File: src/rtl/adpcm_stream_ctrl.sv
// -----------------------------------------------------------------------------
// adpcm_stream_ctrl
// Sequencer for the CIC+ADPCM compressor. It generates the PDM microphone clock
// and the CIC decimation clock, gates the compressor enable, and discards the
// first codes after a start while the filters settle. It then packs 4-bit ADPCM
// codes into bytes and queues them in a small FIFO. The FIFO head is presented
// on a valid/ready byte stream.
//
// Ports
//   clk, rst_n     system clock, synchronous active-low reset
//   start, stop    1-cycle command pulses (start honoured only when idle)
//   pdm_clk        clock to the PDM microphone
//   slow_clk       decimation clock to the compressor
//   block_enable   compressor enable (high while warming up or running)
//   enc_valid      compressor output-valid level
//   enc_pcm        compressor 4-bit code
//   byte_data      FIFO head byte {second code, first code}
//   byte_valid     FIFO not empty
//   byte_ready     consumer takes the head byte when byte_valid & byte_ready
//   busy           controller not idle
//   overflow       sticky: a byte was dropped on a full FIFO; cleared by start
// -----------------------------------------------------------------------------
module adpcm_stream_ctrl #(
  parameter int PDM_DIV        = 4,
  parameter int DECIM          = 32,
  parameter int WARMUP_SAMPLES = 4,
  parameter int FIFO_DEPTH     = 4
) (
  input  logic       clk,
  input  logic       rst_n,
  input  logic       start,
  input  logic       stop,
  output logic       pdm_clk,
  output logic       slow_clk,
  output logic       block_enable,
  input  logic       enc_valid,
  input  logic [3:0] enc_pcm,
  output logic [7:0] byte_data,
  output logic       byte_valid,
  input  logic       byte_ready,
  output logic       busy,
  output logic       overflow
);

  localparam int DIV_W  = (PDM_DIV > 1) ? $clog2(PDM_DIV) : 1;
  localparam int DEC_W  = $clog2(DECIM);
  localparam int WARM_W = $clog2(WARMUP_SAMPLES + 2);
  localparam int PTR_W  = $clog2(FIFO_DEPTH);
  localparam int CNT_W  = PTR_W + 1;

  localparam logic [DIV_W-1:0]  DIV_LAST  = DIV_W'(PDM_DIV - 1);
  localparam logic [DEC_W-1:0]  DEC_LAST  = DEC_W'(DECIM - 1);
  localparam logic [DEC_W-1:0]  DEC_HALF  = DEC_W'(DECIM / 2);
  localparam logic [WARM_W-1:0] WARM_LAST = WARM_W'(WARMUP_SAMPLES - 1);
  localparam logic [CNT_W-1:0]  CNT_FULL  = CNT_W'(FIFO_DEPTH);

  typedef enum logic [1:0] {
    ST_IDLE   = 2'd0,
    ST_WARMUP = 2'd1,
    ST_RUN    = 2'd2,
    ST_DRAIN  = 2'd3
  } state_t;

  // Capture states: microphone clocks run and codes are accepted.
  function automatic logic is_active(input state_t s);
    return (s == ST_WARMUP) || (s == ST_RUN);
  endfunction

  state_t            state_r, state_nxt_s;
  logic              enc_valid_q_r;
  logic              acc_s;
  logic [WARM_W-1:0] warm_cnt_r, warm_cnt_nxt_s;
  logic              half_r, half_nxt_s;
  logic [3:0]        low_r, low_nxt_s;
  logic              wr_en_s;
  logic [7:0]        wr_data_s;
  logic              start_ok_s;

  logic [DIV_W-1:0]  div_cnt_r, div_nxt_s;
  logic [DEC_W-1:0]  dec_cnt_r, dec_nxt_s;
  logic              pdm_clk_r, pdm_nxt_s;
  logic              slow_clk_r;
  logic              block_enable_r;
  logic              busy_r;

  logic [7:0]        mem_r [FIFO_DEPTH];
  logic [PTR_W-1:0]  rd_ptr_r, wr_ptr_r, rd_ptr_nxt_s, wr_ptr_nxt_s;
  logic [CNT_W-1:0]  count_r, count_nxt_s, remain_s;
  logic              pop_s, push_s, drop_s;
  logic [7:0]        byte_data_r, head_nxt_s;
  logic              byte_valid_r;
  logic              overflow_r;

  // One accept per rising edge of the compressor's valid level, only while capturing
  assign acc_s = enc_valid & ~enc_valid_q_r & is_active(state_r);

  // Next state, warm-up counting and nibble packing
  always_comb begin
    state_nxt_s    = state_r;
    warm_cnt_nxt_s = warm_cnt_r;
    half_nxt_s     = half_r;
    low_nxt_s      = low_r;
    wr_en_s        = 1'b0;
    wr_data_s      = 8'h00;
    start_ok_s     = 1'b0;
    case (state_r)
      ST_IDLE: begin
        // start and stop together cancel each other
        if (start && !stop) begin
          start_ok_s     = 1'b1;
          half_nxt_s     = 1'b0;
          warm_cnt_nxt_s = {WARM_W{1'b0}};
          state_nxt_s    = (WARMUP_SAMPLES == 0) ? ST_RUN : ST_WARMUP;
        end else begin
          state_nxt_s = ST_IDLE;
        end
      end
      ST_WARMUP: begin
        if (stop) begin
          state_nxt_s = ST_IDLE;
        end else if (acc_s) begin
          if (warm_cnt_r == WARM_LAST) begin
            warm_cnt_nxt_s = {WARM_W{1'b0}};
            state_nxt_s    = ST_RUN;
          end else begin
            warm_cnt_nxt_s = warm_cnt_r + WARM_W'(1);
          end
        end else begin
          state_nxt_s = ST_WARMUP;
        end
      end
      ST_RUN: begin
        // stop wins over a same-cycle accept; a pending nibble is flushed zero-padded
        if (stop) begin
          state_nxt_s = ST_DRAIN;
          half_nxt_s  = 1'b0;
          if (half_r) begin
            wr_en_s   = 1'b1;
            wr_data_s = {4'h0, low_r};
          end else begin
            wr_en_s = 1'b0;
          end
        end else if (acc_s) begin
          if (half_r) begin
            wr_en_s    = 1'b1;
            wr_data_s  = {enc_pcm, low_r};
            half_nxt_s = 1'b0;
          end else begin
            low_nxt_s  = enc_pcm;
            half_nxt_s = 1'b1;
          end
        end else begin
          state_nxt_s = ST_RUN;
        end
      end
      ST_DRAIN: begin
        if (count_r == {CNT_W{1'b0}}) begin
          state_nxt_s = ST_IDLE;
        end else begin
          state_nxt_s = ST_DRAIN;
        end
      end
      default: begin
        state_nxt_s = ST_IDLE;
      end
    endcase
  end

  // PDM divider and decimation counter; forced to zero whenever capture is not ongoing
  always_comb begin
    div_nxt_s = {DIV_W{1'b0}};
    dec_nxt_s = {DEC_W{1'b0}};
    pdm_nxt_s = 1'b0;
    if (is_active(state_r) && is_active(state_nxt_s)) begin
      if (div_cnt_r == DIV_LAST) begin
        div_nxt_s = {DIV_W{1'b0}};
        pdm_nxt_s = ~pdm_clk_r;
        // the decimation count advances on pdm_clk rising edges only
        if (!pdm_clk_r) begin
          dec_nxt_s = (dec_cnt_r == DEC_LAST) ? {DEC_W{1'b0}} : dec_cnt_r + DEC_W'(1);
        end else begin
          dec_nxt_s = dec_cnt_r;
        end
      end else begin
        div_nxt_s = div_cnt_r + DIV_W'(1);
        pdm_nxt_s = pdm_clk_r;
        dec_nxt_s = dec_cnt_r;
      end
    end else begin
      div_nxt_s = {DIV_W{1'b0}};
    end
  end

  // FIFO bookkeeping: a write on a full FIFO survives only if the head leaves the same cycle
  always_comb begin
    pop_s        = byte_valid_r & byte_ready;
    push_s       = wr_en_s & ((count_r != CNT_FULL) | pop_s);
    drop_s       = wr_en_s & (count_r == CNT_FULL) & ~pop_s;
    count_nxt_s  = count_r + CNT_W'(push_s) - CNT_W'(pop_s);
    rd_ptr_nxt_s = rd_ptr_r + PTR_W'(pop_s);
    wr_ptr_nxt_s = wr_ptr_r + PTR_W'(push_s);
    remain_s     = count_r - CNT_W'(pop_s);
    // head register: oldest surviving entry, else the byte just written, else zero
    if (remain_s != {CNT_W{1'b0}}) begin
      head_nxt_s = mem_r[rd_ptr_nxt_s];
    end else if (push_s) begin
      head_nxt_s = wr_data_s;
    end else begin
      head_nxt_s = 8'h00;
    end
  end

  // Controller state, packing registers and registered control outputs
  always_ff @(posedge clk) begin
    if (!rst_n) begin
      state_r        <= ST_IDLE;
      enc_valid_q_r  <= 1'b0;
      warm_cnt_r     <= {WARM_W{1'b0}};
      half_r         <= 1'b0;
      low_r          <= 4'h0;
      div_cnt_r      <= {DIV_W{1'b0}};
      dec_cnt_r      <= {DEC_W{1'b0}};
      pdm_clk_r      <= 1'b0;
      slow_clk_r     <= 1'b0;
      block_enable_r <= 1'b0;
      busy_r         <= 1'b0;
    end else begin
      state_r        <= state_nxt_s;
      enc_valid_q_r  <= enc_valid;
      warm_cnt_r     <= warm_cnt_nxt_s;
      half_r         <= half_nxt_s;
      low_r          <= low_nxt_s;
      div_cnt_r      <= div_nxt_s;
      dec_cnt_r      <= dec_nxt_s;
      pdm_clk_r      <= pdm_nxt_s;
      slow_clk_r     <= (dec_nxt_s >= DEC_HALF);
      block_enable_r <= is_active(state_nxt_s);
      busy_r         <= (state_nxt_s != ST_IDLE);
    end
  end

  // Byte FIFO storage, pointers, head register and sticky overflow
  always_ff @(posedge clk) begin
    if (!rst_n) begin
      for (int i = 0; i < FIFO_DEPTH; i++) begin
        mem_r[i] <= 8'h00;
      end
      rd_ptr_r     <= {PTR_W{1'b0}};
      wr_ptr_r     <= {PTR_W{1'b0}};
      count_r      <= {CNT_W{1'b0}};
      byte_data_r  <= 8'h00;
      byte_valid_r <= 1'b0;
      overflow_r   <= 1'b0;
    end else begin
      if (push_s) begin
        mem_r[wr_ptr_r] <= wr_data_s;
      end else begin
        mem_r[wr_ptr_r] <= mem_r[wr_ptr_r];
      end
      rd_ptr_r     <= rd_ptr_nxt_s;
      wr_ptr_r     <= wr_ptr_nxt_s;
      count_r      <= count_nxt_s;
      byte_data_r  <= head_nxt_s;
      byte_valid_r <= (count_nxt_s != {CNT_W{1'b0}});
      overflow_r   <= start_ok_s ? 1'b0 : (overflow_r | drop_s);
    end
  end

  assign pdm_clk      = pdm_clk_r;
  assign slow_clk     = slow_clk_r;
  assign block_enable = block_enable_r;
  assign busy         = busy_r;
  assign byte_data    = byte_data_r;
  assign byte_valid   = byte_valid_r;
  assign overflow     = overflow_r;

endmodule
File: config.mk
export PLATFORM = sky130hd
export DESIGN_NAME = adpcm_stream_ctrl
export DESIGN_NICKNAME = d
export VERILOG_FILES = /design/src/rtl/adpcm_stream_ctrl.sv
export SDC_FILE = /design/constraint.sdc
export NUM_CORES = 1
export LEC_CHECK = 0
export BUFFER_PORTS_ARGS = -buffer_cell sky130_fd_sc_hd__buf_2
export CAP_MARGIN = 15
export CORE_MARGIN = 1.5
export CORE_UTILIZATION = 35
export CTS_CLUSTER_SIZE = 30
export DETAILED_ROUTE_END_ITERATION = 10
export GPL_TIMING_DRIVEN = 0
export PLACE_DENSITY_LB_ADDON = 0.2
export SLEW_MARGIN = 20
export SYNTH_ARGS = -nofsm -noshare
export SYNTH_HDL_FRONTEND = slang
export SYNTH_SLANG_ARGS = --single-unit
File: constraint.sdc
create_clock -name clk -period 3.5 [get_ports clk]
set_clock_uncertainty 0.15 [all_clocks]
set_input_delay 0.875 -clock clk [delete_from_list [all_inputs] [get_ports clk]]
set_output_delay 0.875 -clock clk [all_outputs]
set_load 0.01 [all_outputs]
==> impl_metrics.yaml, run 1 <==
power:
  switchingPower_mw: 0.530
  clockPowerShare_pct: 37.5
  power_frac_comb_pct: 17.3
  power.density_nw_per_um2: 572
  power_mw: 2.08
  p_int_mw: 1.55
  pwr-share-seq_pct: 45.2
  p_leak_nw: 1.44
  swShare_pct: 25.4
  worst_ir_drop_vdd_v: 0.000286
drt:
  drt-total-wl_um: 6410
  vias_per_cell: 4.96
  drt_first_pass_iters: 4
  ant_nets: 0
  num_vias: 2102
  drc: 0
  drt_iter0_drc: 55
  routedWlPerCell_um: 15.1
clock_network:
  clockBufferDepth: 2
  h-tree-depth: 3
  cts_tree: "done"
  cts.sink_count: 70
  clk_latency_ns: 0.35
  cts_made_buffers: 9
  ctsResizeCount: 0
  cts-root-buf: "clkbuf_8"
  path_clk_slew_ns: 0.08
timing:
  finalHoldViolCount: 0
  fmax_mhz: 309
  slew_headroom_pct: 29.5
  maxSlewViolCount: 0
  rsz0062_at_grt: "no"
  fin_crit_sh_pct: 92.4
  fin_setup_tns_ns: 0
  period_minus_slack_ns: 3.23
  fin_hold_ws_ns: 0.297
  max_slew.worst_pin.slew_ns: 1.05
  finalSetupViolCount: 0
critical_path:
  worst_ep_arrival_time_ns: 3.32
  crit_path_start_kind: "flip-flop"
  rr_worst_depth: 12
  rr_startpoint: "state_r[0]"
  worstPathRequired_ns: 3.59
  reg2reg_slack_ns: 0.27
  crit_start: "state_r[0]"
  cp-endpoint: "byte_valid"
  cp-end-kind: "flip-flop"
  worstSetupPathType: "flip-flop to flip-flop"
  r2r-end: "byte_valid"
  cp_max_fo: 6
yosys:
  ys_ff_latch: 70
  synth_area_um2: 3140
  yosysWarnings: 0
  synth.top_cell.area_share_pct: 30.6
  post_synth.cell_area_avg_um2: 11.4
  seq_area_frac_synth_pct: 54.9
  synth.area.top_cells: "edfxtp_1 31%, dfxtp_1 24%, ha_1 6.0%"
  synth_nets: 301
  synthCells: 275
  netlist.top_cell.by_area: "edfxtp_1"
  synth_cell_types: 41
global_routing:
  grt_usage_pct: 14.2
  grt.overflow.total: 0
  antenna_found_initial: 0
  grt_pass1_wl_um: 10200
  first_global_vias: 2037
  grt_max_degree: 13
die:
  io-pin-count: 24
  placementRows: 34
  die_width_um: 97.7
  die-area_um2: 9540
  initial_core_util_pct: 36.0
  die_h_um: 97.7
  coreArea_um2: 8720
layout:
  multi_input_area_um2: 1340
  regArea_um2: 1720
  layout-drive-gt1-share_pct: 17.1
  n_fill_cell: 845
  final_cell_count_no_fill: 424
  nNetsFinal: 337
  antenna_cells_inserted: 0
  area_delta_synth_final_pct: 16.0
place:
  io_buffer_count: 23
  dp_cells: 407
  post-dp-hpwl_um: 4370
  gp_congestion: 0.789
min_path:
  min_path_type: "flip-flop to flip-flop"
  holdPathStages: 2
run_status:
  status: "completed"
job:
  maxCapViolCount: 0
## metal layers
layer  global-route usage (%)  wire length [um]  vias up  part of all wire, %
met4                     3.30                61        0                 0.95
met5                        0                 0        -                    0
met3                     5.25               284        6                  4.4
met1                     18.0              3040     1005                   47
li1                         -                 -     1046                    -
met2                     23.1              3030       45                   47
## layout make-up
class / count / share of cell area (%)
clock inverter: 6 / 3.03
inverter: 15 / 1.55
tap: 108 / 3.71
multi-input combinational: 185 / 36.8
timing repair buffer: 25 / 3.58
clock buffer: 10 / 3.51
sequential: 70 / 47.3
buffer: 5 / 0.516
## power by group through the flow
stage / clock network (mW) / logic, mW / registers (mW)
6_report: 0.781 / 0.360 / 0.942
5_1_grt: 0.830 / 0.406 / 0.949
4_1_cts: 0.797 / 0.369 / 0.943
3_5_place_dp: 0 / 0.368 / 0.961
3_3_place_gp: 0 / 0.363 / 0.960
2_1_floorplan: 0 / 0.249 / 0.972
## logic make-up (layout without fill, tap and decap cells)
logic type,after synthesis,count (layout),synth area share [%]
compound gates,35,35,7.98
xor+xnor,5,5,1.40
fa+ha+maj,16,16,6.62
buf+inv,20,61,2.39
flops,70,70,54.9
mux,14,14,7.66
simple gates,115,115,19.1
## registers in the layout, indices dropped and copies added, names as in the netlist, 2 cells and up
register and count:
rd_ptr_r 2, mem_r 32, div_cnt_r 2, count_r 3, warm_cnt_r 3, byte_data 8
wr_ptr_r 2, state_r 2, dec_cnt_r 5, low_r 4
## how the worst min path moves through the flow
stage / start / endpoint / slack, ns
2_1_floorplan: div_cnt_r[0] / div_cnt_r[0] / 0.25
6_report: warm_cnt_r[2] / warm_cnt_r[2] / 0.30
4_1_cts: div_cnt_r[0] / div_cnt_r[0] / 0.29
5_1_grt: div_cnt_r[0] / div_cnt_r[0] / 0.31
3_5_place_dp: div_cnt_r[0] / div_cnt_r[0] / 0.28
3_3_place_gp: div_cnt_r[0] / div_cnt_r[0] / 0.26
## critical path, stage by stage, from the launching register on
cell,delay (ns)
dfxtp_1,0.41
inv_1,0.11
ha_1,0.33
nand3b_1,0.28
a221oi_4,0.36
inv_1,0.09
ha_1,0.28
inv_1,0.04
ha_1,0.18
fa_1,0.38
xnor2_1,0.15
xnor2_1,0.14
o31a_1,0.24
## per-stage QoR
stage               cell area (um^2)  worst slack [ns]  utilization [%]
floorplan                       3140             0.291                -
global placement                3390            -0.123             38.8
detailed placement              3390            -0.121             38.9
CTS                             3640             0.254             41.7
global route                    3640            0.0474             41.7
finish                          3640             0.267             41.7
## layout by cell type (no fill, tap or decap), drive strengths merged, types with 2 or more instances in the layout
master | netlist | final
ha | 15 | 15
a21oi | 6 | 6
nand2 | 22 | 22
clkbuf | 5 | 15
bufinv | 0 | 3
nor3 | 7 | 7
nand4 | 3 | 3
nor3b | 3 | 3
nand2b | 9 | 9
mux2i | 6 | 6
nor2b | 10 | 10
nand3b | 2 | 2
clkinv | 0 | 2
o21ai | 13 | 13
and2 | 10 | 10
nor2 | 37 | 37
xnor2 | 3 | 3
nand3 | 4 | 4
a21boi | 4 | 4
o311ai | 2 | 2
inv | 15 | 15
nand4b | 3 | 3
o211a | 2 | 2
xor2 | 2 | 2
edfxtp | 32 | 32
dfxtp | 38 | 38
mux4 | 8 | 8
buf | 0 | 25
and3 | 3 | 3
## cell usage after synthesis
| cell type | count |
|---|---|
| a21boi_0 | 4 |
| o31ai_1 | 1 |
| nor3_1 | 7 |
| nand2b_1 | 9 |
| a2111oi_2 | 1 |
| o211a_1 | 2 |
| nor2b_1 | 10 |
| nand4_2 | 1 |
| o21ai_0 | 13 |
| mux2i_1 | 6 |
| nand2_2 | 1 |
| nor2_1 | 37 |
| a21oi_1 | 6 |
| and3_1 | 3 |
| nand4b_2 | 1 |
| o211ai_1 | 1 |
| xor2_1 | 2 |
| a31oi_1 | 1 |
| and2_1 | 10 |
| nor3b_1 | 3 |
| and3b_1 | 1 |
| edfxtp_1 | 32 |
| a211o_1 | 1 |
| nand3_2 | 1 |
| inv_1 | 15 |
| nand4b_1 | 2 |
| nand3_1 | 3 |
| dfxtp_1 | 38 |
| xnor2_1 | 3 |
| o31a_1 | 1 |
| a221oi_4 | 1 |
| o311ai_0 | 2 |
| ha_1 | 15 |
| nand3b_1 | 2 |
| or4b_2 | 1 |
| nand4_1 | 2 |
| fa_1 | 1 |
| mux4_2 | 8 |
| nand2_1 | 21 |
| clkbuf_1 | 5 |
| a21o_1 | 1 |
## timing repair
action	CTS	global route
hold endpoints to repair	0	0
setup endpoints to repair	1	0
hold buffers	0	0
setup buffers	1	0
Note: power is estimated with default switching activity, not from simulation.
==> run 2, diff against run 1 <==
- REMOVE_ABC_BUFFERS: unset -> 1
==> run 2 against run 1 <==
  * Critical path depth increased by 1
  * Final cell count down 0.47%
  * Via count decreased by 1.8%
  * Sequential cell count stayed put
  * Fmax increased by 1.9%
  * Total power decreased by 5.2%
  * Routed wire length is 4.0% lower
  * Worst setup slack improved by 0.060 ns
  * Sequential power hardly changed
  * Clock power down 13%
  * Final area shrank 0.83%
  * Sequential share of layout area up 0.39 points
  * Largest power group unchanged
==> impl_metrics.yaml, run 2 (same netlist as run 1, synthesis figures left out) <==
drt:
  drt_iter0_drc: 73
  ant_nets: 0
  drt-total-wl_um: 6160
  drt_first_pass_iters: 4
  vias_per_cell: 4.89
  num_vias: 2065
  drc: 0
  routedWlPerCell_um: 14.6
critical_path:
  worstPathRequired_ns: 3.60
  rr_worst_depth: 13
  reg2reg_slack_ns: 0.33
  cp-end-kind: "flip-flop"
  worstSetupPathType: "flip-flop to flip-flop"
  cp_max_fo: 6
  worst_ep_arrival_time_ns: 3.27
  crit_path_start_kind: "flip-flop"
  rr_startpoint: "state_r[0]"
  r2r-end: "byte_valid"
run_status:
  status: "completed"
layout:
  area_delta_synth_final_pct: 15.1
  layout_commonest_cell: "dfxtp_1"
  nNetsFinal: 335
  final_cell_count_no_fill: 422
  antenna_cells_inserted: 0
  largest_reg_flops: 32
  layout-drive-gt1-share_pct: 18.8
  max_flop_register: "mem_r"
  layout_common_cells: "38 x dfxtp_1, 37 x nor2_1, 32 x edfxtp_1"
timing:
  period_minus_slack_ns: 3.17
  rsz0062_at_grt: "no"
  finalSetupViolCount: 0
  fmax_mhz: 315
  max_slew.worst_pin.slew_ns: 0.917
  fin_crit_sh_pct: 90.7
  fin_hold_ws_ns: 0.290
  finalHoldViolCount: 0
  slew_headroom_pct: 38.7
  maxSlewViolCount: 0
die:
  io-pin-count: 24
  initial_core_util_pct: 36.0
  die_width_um: 97.7
  die_h_um: 97.7
  placementRows: 34
  die-area_um2: 9540
  coreArea_um2: 8720
clock_network:
  cts_made_buffers: 9
  clk_latency_ns: 0.35
  cts_tree: "done"
  clockBufferDepth: 2
  cts.sink_count: 70
  h-tree-depth: 3
  cts-root-buf: "clkbuf_8"
  path_clk_slew_ns: 0.08
min_path:
  min_from: "div_cnt_r[0]"
  min_path_type: "flip-flop to flip-flop"
  hold_end: "div_cnt_r[0]"
  holdPathStages: 1
global_routing:
  grt_max_degree: 33
  grt_pass1_wl_um: 10600
  first_global_vias: 2130
  antenna_found_initial: 0
  grt.overflow.total: 0
  grt_usage_pct: 14.5
place:
  dp_cells: 401
  gp_congestion: 0.749
  post-dp-hpwl_um: 4170
  io_buffer_count: 23
power:
  p_leak_nw: 1.43
  power.density_nw_per_um2: 547
  worst_ir_drop_vdd_v: 0.000231
job:
  maxCapViolCount: 0
==> run 2: cell count changes in the layout (fill, tap and decap cells not counted) <==
cell,change
inv_6,+3
clkinv_1,-1
buf_4,+3
clkbuf_1,-6
clkinvlp_4,+1
bufinv_16,-2
==> run 2: worst max-delay path by stage <==
| stage | from | end |
|---|---|---|
| final | state_r[0] | byte_valid |
| after global routing | state_r[0] | byte_valid |
| after CTS | state_r[0] | byte_valid |
| after detailed placement | enc_valid | byte_valid |
| after global placement | enc_valid | mem_r[2][0] |
| after floorplan | enc_valid | byte_valid |
==> run 2: critical path, stage by stage (launching register included) <==
cell and delay [ns]:
dfxtp_1 0.42, inv_1 0.11, ha_1 0.32, nand3b_1 0.08, buf_4 0.17, a221oi_4 0.32, inv_1 0.10, ha_1 0.28
inv_1 0.04, ha_1 0.18, fa_1 0.38, xnor2_1 0.14, xnor2_1 0.15, o31a_1 0.24
==> run 2: timing repair <==
| item | 4_1_cts | 5_1_grt |
|---|---|---|
| hold buffers | 0 | 0 |
| setup endpoints to repair | 0 | 3 |
| gates resized for setup | 0 | 0 |
| buffers inserted | 0 | 5 |
==> run 2: area by class of cell <==
type                            count  area [um^2]
Timing Repair Buffer               28          153
Fill cell                         868         5110
Sequential cell                    70         1720
Clock buffer                        9          124
Multi-Input combinational cell    185         1340
Clock inverter                      7         80.1
Tap cell                          108          135
Inverter                           15         56.3
==> run 2: through the flow <==
stage	setup TNS, ns	setup slack [ns]	power, mW	area (um^2)	utilization [%]
after global placement	-0.616	-0.0692	1.32	3370	38.6
after detailed placement	-0.162	-0.124	1.32	3370	38.6
after floorplan	0	0.291	1.22	3120	-
after global routing	0	0.102	2.09	3610	41.4
final	0	0.327	1.98	3610	41.4
after CTS	0	0.0212	2.00	3570	41.0
==> run 2: routing by layer <==
| layer | track usage, % | part of all wire, % | vias to the layer above |
|---|---|---|---|
| li1 | - | - | 1039 |
| met4 | 5.93 | 1.6 | 0 |
| met2 | 23.2 | 47 | 37 |
| met3 | 4.46 | 4.8 | 8 |
| met5 | 0 | 0 | - |
| met1 | 18.2 | 46 | 981 |
==> run 2: report_power, final <==
part / switching [mW] / total (mW) / internal, mW
Clock: 0.343 / 0.681 / 0.337
Sequential: 0.0274 / 0.941 / 0.914
Combinational: 0.186 / 0.353 / 0.167
Total: 0.556 / 1.98 / 1.42
